===== src/rtl/coin_acceptor.sv =====
// Coin chute front-end: synchronizes and debounces the raw nickel/dime sensors,
// classifies rising edges of the filtered levels into coin codes, queues them,
// and replays each as a HOLD-cycle code on `coin` followed by an idle gap.
module coin_acceptor #(
  parameter int unsigned DEBOUNCE = 4,
  parameter int unsigned HOLD     = 1,
  parameter int unsigned GAP      = 2,
  parameter int unsigned DEPTH    = 4,
  localparam int unsigned PtrW    = $clog2(DEPTH),
  localparam int unsigned CntW    = PtrW + 1
) (
  input  logic            clock,
  input  logic            reset,
  input  logic            nickel_in,
  input  logic            dime_in,
  output logic [1:0]      coin,
  output logic            reject,
  output logic [CntW-1:0] pending
);

  typedef enum logic [1:0] {StIdle, StDrive, StGap} state_e;

  // Channel vectors: bit 0 = nickel, bit 1 = dime. A rising-edge vector is
  // therefore already the coin code (01 nickel, 10 dime).
  logic [1:0]      raw;
  logic [1:0]      s1_q, s2_q;
  logic [1:0]      f_q, f_d;
  logic [1:0]      f_dly_q;
  logic [3:0]      db_cnt_q [2];
  logic [3:0]      db_cnt_d [2];
  logic [1:0]      rise;

  logic [1:0]      mem_q [DEPTH];
  logic [1:0]      mem_d [DEPTH];
  logic [PtrW-1:0] wr_ptr_q, wr_ptr_d;
  logic [PtrW-1:0] rd_ptr_q, rd_ptr_d;
  logic [CntW-1:0] count_q, count_d;
  logic            push, pop, full_after_pop;

  state_e          state_q, state_d;
  logic [2:0]      tmr_q, tmr_d;
  logic [1:0]      coin_q, coin_d;

  assign raw = {dime_in, nickel_in};

  // Debounce: the filtered level flips only after DEBOUNCE consecutive mismatches.
  always_comb begin
    f_d = f_q;
    for (int i = 0; i < 2; i++) begin
      db_cnt_d[i] = 4'd0;
      if (s2_q[i] != f_q[i]) begin
        if (db_cnt_q[i] == 4'(DEBOUNCE - 1)) begin
          f_d[i] = ~f_q[i];
        end else begin
          db_cnt_d[i] = db_cnt_q[i] + 4'd1;
        end
      end
    end
  end

  // Synchronizer, debounce counters and filtered levels; filters reset high so
  // a sensor stuck high through reset is not counted as a coin.
  always_ff @(posedge clock or posedge reset) begin
    if (reset) begin
      s1_q        <= 2'b00;
      s2_q        <= 2'b00;
      f_q         <= 2'b11;
      f_dly_q     <= 2'b11;
      db_cnt_q[0] <= 4'd0;
      db_cnt_q[1] <= 4'd0;
    end else begin
      s1_q        <= raw;
      s2_q        <= s1_q;
      f_q         <= f_d;
      f_dly_q     <= f_q;
      db_cnt_q[0] <= db_cnt_d[0];
      db_cnt_q[1] <= db_cnt_d[1];
    end
  end

  // Event classification and queue control; a same-cycle pop frees a slot.
  always_comb begin
    rise           = f_q & ~f_dly_q;
    pop            = (state_q == StIdle) && (count_q != '0);
    full_after_pop = (count_q == CntW'(DEPTH)) && !pop;
    push           = (rise == 2'b01 || rise == 2'b10) && !full_after_pop;
    reject         = (rise == 2'b11) || ((rise == 2'b01 || rise == 2'b10) && full_after_pop);
  end

  // Queue next state: pointers wrap naturally since DEPTH is a power of two.
  always_comb begin
    mem_d    = mem_q;
    wr_ptr_d = wr_ptr_q;
    rd_ptr_d = rd_ptr_q;
    count_d  = count_q + CntW'(push) - CntW'(pop);
    if (push) begin
      mem_d[wr_ptr_q] = rise;
      wr_ptr_d        = wr_ptr_q + PtrW'(1);
    end
    if (pop) begin
      rd_ptr_d = rd_ptr_q + PtrW'(1);
    end
  end

  // Queue storage and occupancy.
  always_ff @(posedge clock or posedge reset) begin
    if (reset) begin
      for (int i = 0; i < DEPTH; i++) mem_q[i] <= 2'b00;
      wr_ptr_q <= '0;
      rd_ptr_q <= '0;
      count_q  <= '0;
    end else begin
      mem_q    <= mem_d;
      wr_ptr_q <= wr_ptr_d;
      rd_ptr_q <= rd_ptr_d;
      count_q  <= count_d;
    end
  end

  // Emitter: pop in idle, hold the code HOLD cycles, then GAP cycles of 00.
  always_comb begin
    state_d = state_q;
    tmr_d   = tmr_q;
    coin_d  = coin_q;
    case (state_q)
      StIdle: begin
        coin_d = 2'b00;
        if (count_q != '0) begin
          coin_d  = mem_q[rd_ptr_q];
          tmr_d   = 3'(HOLD);
          state_d = StDrive;
        end
      end
      StDrive: begin
        tmr_d = tmr_q - 3'd1;
        if (tmr_q == 3'd1) begin
          coin_d  = 2'b00;
          tmr_d   = 3'(GAP);
          state_d = StGap;
        end
      end
      StGap: begin
        coin_d = 2'b00;
        tmr_d  = tmr_q - 3'd1;
        if (tmr_q == 3'd1) begin
          state_d = StIdle;
        end
      end
      default: begin
        coin_d  = 2'b00;
        tmr_d   = 3'd0;
        state_d = StIdle;
      end
    endcase
  end

  // Emitter state and registered coin code.
  always_ff @(posedge clock or posedge reset) begin
    if (reset) begin
      state_q <= StIdle;
      tmr_q   <= 3'd0;
      coin_q  <= 2'b00;
    end else begin
      state_q <= state_d;
      tmr_q   <= tmr_d;
      coin_q  <= coin_d;
    end
  end

  assign coin    = coin_q;
  assign pending = count_q;

endmodule


===== config.mk =====
export PLATFORM = sky130hd
export DESIGN_NAME = coin_acceptor
export DESIGN_NICKNAME = d
export VERILOG_FILES = /design/src/rtl/coin_acceptor.sv
export SDC_FILE = /design/constraint.sdc
export NUM_CORES = 1
export LEC_CHECK = 0
export ABC_AREA = 1
export CELL_PAD_IN_SITES_DETAIL_PLACEMENT = 0
export CELL_PAD_IN_SITES_GLOBAL_PLACEMENT = 1
export CORE_ASPECT_RATIO = 1.2
export CORE_MARGIN = 2
export CORE_UTILIZATION = 45
export CTS_CLUSTER_DIAMETER = 100
export CTS_CLUSTER_SIZE = 25
export DETAILED_ROUTE_END_ITERATION = 10
export PLACE_DENSITY = 0.85
export SLEW_MARGIN = 5
export SYNTH_ARGS = -nofsm -noshare
export SYNTH_HDL_FRONTEND = slang
export SYNTH_SLANG_ARGS = --single-unit

===== constraint.sdc =====
create_clock -name clock -period 2.6 [get_ports clock]
set_input_delay 0.52 -clock clock [delete_from_list [all_inputs] [get_ports clock]]
set_output_delay 0.52 -clock clock [all_outputs]
set_load 0.02 [all_outputs]

## Yosys cells after proc, flatten, opt, wreduce, memory -nomap -nowiden

Index checks and enable logic that the tools add are counted.

- Memories: 0
- Word-level logic and storage cells: 80
- Input bits: 4
- Output and inout bits: 6
- Register bits: 38
- RAM bits: 0
- Latch bits: 0
- Bits in read-only memories: 0

- $mul: 0
- Shift operators: 0
- Magnitude comparators: 3
- Bitwise gates (word level): 6
- Multiplexer cells: 19
- Divide/modulo/power cells: 0
- Reductions and logical operators: 14
- Equality and inequality tests: 14
- Add/subtract/negate cells: 7

Operators with widths:

| operator | count |
|---|---|
| 4-bit two-way mux | 4 |
| 2-bit two-way mux | 7 |
| 3-bit one-hot mux with 3 select lines | 1 |
| 4-bit by 1-bit adder with 4-bit output, second input constant | 2 |
| 8-bit bitwise mux | 1 |
| 4-bit by 2-bit == test with 1-bit output, second input constant | 2 |
| 2-bit == test, second input constant | 3 |
| 3-bit >= comparator, second input constant | 2 |
| 3-bit two-way mux | 2 |
| 2-bit NOT with 3-bit output | 2 |
| 2-bit one-hot mux with 3 select lines | 1 |
| 1-bit logical AND | 5 |
| 2-bit by 1-bit adder with 2-bit output, second input constant | 2 |
| 2-bit binary-select mux with 2-bit select | 1 |
| 2-bit demux with 2-bit select | 1 |
| 2-bit by 1-bit == test with 1-bit output, second input constant | 2 |
| 2-bit != test, second input constant | 2 |
| 2-bit one-hot mux with 2 select lines | 1 |
| 2-bit AND reduction | 2 |
| 3-bit by 1-bit adder with 3-bit output | 1 |
| 3-bit by 1-bit == test with 1-bit output, second input constant | 1 |
| 3-bit == test, second input constant | 1 |
| 3-bit by 1-bit less-than comparator with 1-bit output, second input constant | 1 |
| 3-bit AND reduction | 1 |
| 11 further kinds | 15 |

## Logic depth before layout (Yosys ltp)

- Depth after elaboration: 8
- Gate-level depth with buffers: 11
- Depth with buffers taken out: 11

## Worst setup path before layout

No wires, ideal clock.

- Path kind: register -> register
- Start: register f_q[0]
- End: register count_q[2] (netlist: pending[2])
- Stages on the path, launching flop included: 12
- Setup slack: 269 ps
- Path buffers: 1
- Data arrival time: 2,208 ps
- Path through: dfstp_2 inv_1 nor2_1 ha_1 clkbuf_2 nand2_1 ha_1 inv_1 ha_1 inv_1 fa_1 xnor2_1

- Cells in the longest elaborated chain, start to end: 6
- Elaborated cells between the ends (all ways): 7
- Those cells by class: 2 x add/sub; 2 x eq/ne; 1 x bitwise; 2 x reduce/logical

RTL lines:

| what | RTL line | text |
|---|---|---|
| start, declared | 27 | `logic [1:0] f_q, f_d;` |
| start signal, assigned | 67 | `f_q <= 2'b11;` |
| start signal, assigned | 74 | `f_q <= f_d;` |
| 2-bit AND (*) | 83 | `rise = f_q & ~f_dly_q;` |
| named net rise[0] | 31 | `logic [1:0] rise;` |
| 2-bit by 1-bit == test with 1-bit output / 2-bit == test (equally long branches) | 86 | `push = (rise == 2'b01 \|\| rise == 2'b10) && !full_after_pop;` |
| 1-bit logical OR (*) | 86 |  |
| 1-bit logical AND (*) | 86 |  |
| 3-bit by 1-bit adder with 3-bit output (*) | 95 | `count_d = count_q + CntW'(push) - CntW'(pop);` |
| 3-bit by 1-bit subtractor with 3-bit output (*) | 95 |  |
| named net count_d[2] | 37 | `logic [CntW-1:0] count_q, count_d;` |
| end signal, assigned | 116 | `count_q <= count_d;` |
| end, declared | 37 |  |

The timed path passes the listed nets; every way through them passes the cells marked *.
A chain may end at the register's enable or synchronous reset.

## Worst setup path after layout

- Start: register f_q[0]
- End: output port reject

- Cells in the longest elaborated chain, start to end: 5
- Elaborated cells between the ends (all ways): 7
- Those cells by class: 3 x eq/ne; 1 x bitwise; 3 x reduce/logical

RTL lines:

| what | RTL line | text |
|---|---|---|
| 2-bit AND (*) | 83 |  |
| named net rise[0] | 31 |  |
| 2-bit by 1-bit == test with 1-bit output / 2-bit == test (equally long branches) | 87 | `reject = (rise == 2'b11) \|\| ((rise == 2'b01 \|\| rise == 2'b10) && full_after_pop);` |
| 1-bit logical OR | 87 |  |
| 1-bit logical AND | 87 |  |
| 1-bit logical OR (*) | 87 |  |
| end, declared | 17 | `output logic reject,` |

Marks and branches as above.

==> reports/metrics.cfg <==
[timing]
relSlewSlack_pct = 69.75
max_clock_freq_mhz = 421.6
setup_tns_ns = 0
finalCriticalPeriod_ns = 2.372
setup_viol = 0
fin_crit_sh_pct = 91.24
hold_viol_final = 0
fin_worst_skew_ns = 0.006176
slew_violations = 0
worstMarginPinSlew_ns = 0.4538
grt_setup_unrepaired = no

[detailed_routing]
drt_wl_total_mm = 3.011
drt_iter0_markers = 61
num_vias = 1252
drt_pass1_iterations = 6
routedWlPerCell_um = 11.54
drc = 0
ant_nets = 0
vias_per_cell = 4.797

[cts]
clk_pin_slew_ns = 0.07
clock_path_buffers = 2
cts_setup_buffers = 0
insertion_delay_ns = 0.29
cts_resized = 2
cts_buffers = 5
cts_sinks = 38
root_buffer = clkbuf_8
hold_buffers = 0
htreeDepth = 2
cts_tree = done

[floorplanning]
dieWidth_um = 61.74
pin_count = 10
initial_core_util_pct = 46.42
rows = 25
die_y_um = 73.29
core-area_um2 = 3879
die-area_um2 = 4525

[critical_path]
r2r-end = pending[2]
r2r_setup_slack_ns = 0.26
worst-setup-path-type = reg2out
cp_max_fo = 9
critPathSlowestCell = dfstp_2
worstPathArrival_ns = 1.85
crit_chain = inv_1, nor2_1, ha_2, inv_1, o21bai_2, dlygate4sd2_1
crit_path_frequent_cell = inv_1
cpPeakStageDelay_ns = 0.55
reg2reg_depth = 10
critPathCaptureType = output pin
cp.required_ns = 2.08
r2r_start = f_q[0]
crit_end = reject
cp-startpoint = f_q[0]
startpoint_type = flop

[layout]
synthToLayoutAreaGrowth_pct = 17.23
design_area_um2 = 2111
fillers = 368
num_antenna_cells = 0
layout.nets = 222
drive_above_1_share_pct = 13.53

[outcome]
status = finished clean

[power]
ir_worst_vdd_v = 0.0006029
p_leak_nw = 1.052
powerDensity_nw_per_um2 = 1353
power_mw = 2.856

[synth]
netlist_top_cells_count = nand2_1, dfrtp_1, nand3_1, inv_1, nor2_1
yosys-top-cells-area = dfrtp_1, nand2_1, ha_1
netlist.area_leader.share_pct = 47.26
ys_async_sr_fraction_pct = 100.0
ys_ff_latch = 38
yosysMostFrequentCell = nand2_1
synth.distinct_cells = 25
ys_warn_count = 0
syn-num-nets = 205
synth-edff-count = 0
synth_flop_cell = dfrtp_1
synthesis.area_um2 = 1800
synthCells = 189
yosysSeqAreaShare_pct = 53.09
synth_area_leader_cell = dfrtp_1
avgSynthCellArea_um2 = 9.526

[placed_design]
gp_congestion = 0.8242
post_dp_cell_area_um2 = 1967
io_buffer_count = 9
hpwl_mm = 2.322

[global_routing]
gr-usage-all-layers_pct = 16.59
grt_pass1_wl_mm = 5.457
grt_max_degree = 39
antenna_found_initial = 0
grt.overflow.total = 0
grt_pass1_vias = 1314

[hold_path]
min_path_type = reg2reg

[job]
max_cap_viol_count = 0

## layer usage
metal  global-route usage (%)  up-vias  part of all wire [%]
met2                    29.36       12                    55
li1                         -      635                     -
met1                    18.10      600                    41
met4                    8.038        0                   1.6
met3                    3.697        5                   2.7
met5                        0        -                     0
## through the flow
step	utilization, %	instances	hold WS (ns)	setup slack [ns]
3_5_place_dp	50.71	253	0.3436	0.2262
5_1_grt	54.42	261	0.3598	0.09616
4_1_cts	54.42	261	0.3597	0.2051
3_3_place_gp	50.71	253	0.3393	0.2537
2_1_floorplan	-	189	0.3312	0.2693
6_report	54.42	261	0.3549	0.2278
## area by class of cell
cell class                 instances  area, um2  share of cell area [%]
sequential                        38      955.9                   45.29
multi-input combinational        126      743.2                   35.21
timing repair buffer              13      118.9                   5.631
clock buffer                       6      82.58                   3.912
inverter                          22      82.58                   3.912
tap                               54      67.56                   3.201
clock inverter                     2      60.06                   2.845
## sequential cells by signal (all words and copies together) (netlist names)
signal and flops:
db_cnt_q 8, s1_q 2, state_q 2, f_dly_q 2, tmr_q 3, rd_ptr_q 2
f_q 2, coin 2, pending 3, s2_q 2, wr_ptr_q 2, mem_q 8
## placed cells by master, fill, tap and decap left out, types with 5 or more instances in the layout
| master | instances |
|---|---|
| nand2_1 | 43 |
| o21ai_0 | 5 |
| clkbuf_8 | 6 |
| nand3_1 | 19 |
| nor2_1 | 16 |
| ha_1 | 10 |
| clkdlybuf4s50_1 | 8 |
| inv_1 | 18 |
| dfrtp_1 | 34 |
| nand4_1 | 8 |
| xnor2_1 | 6 |
## logic make-up (layout without fill, tap and decap cells)
logic type / Yosys count / count (layout) / share of synthesized area [%]
AND/OR/NAND/NOR: 95 / 95 / 24.67
flip-flops: 38 / 38 / 53.09
buffers and inverters: 25 / 43 / 5.767
adder cells (fa/ha/maj): 12 / 12 / 8.756
XOR/XNOR: 10 / 10 / 4.864
AO/OA/AOI/OAI: 9 / 9 / 2.849
## how the worst min path moves through the flow
stage,cells past startpoint,slack [ns],end,start
floorplan,0,0.33,s2_q[0],s1_q[0]
global placement,0,0.34,s2_q[1],s1_q[1]
detailed placement,0,0.34,s2_q[1],s1_q[1]
CTS,0,0.36,s2_q[1],s1_q[1]
global route,0,0.36,s2_q[1],s1_q[1]
finish,0,0.35,s2_q[1],s1_q[1]
## where the power goes
group	internal (mW)	switching, mW
Combinational	0.503	0.721
Sequential	0.841	0.183
Clock	0.409	0.198
## worst max-delay path, delay by kind of cell, from the launching register on
kind | cells | cell delay, ns
AOI/OAI and AO/OA | 1 | 0.06
and+or+nand+nor | 1 | 0.14
adders and majority gates | 1 | 0.35
buffers and inverters | 3 | 0.46
DFF | 1 | 0.55
Note: power is estimated with default switching activity, not from simulation.
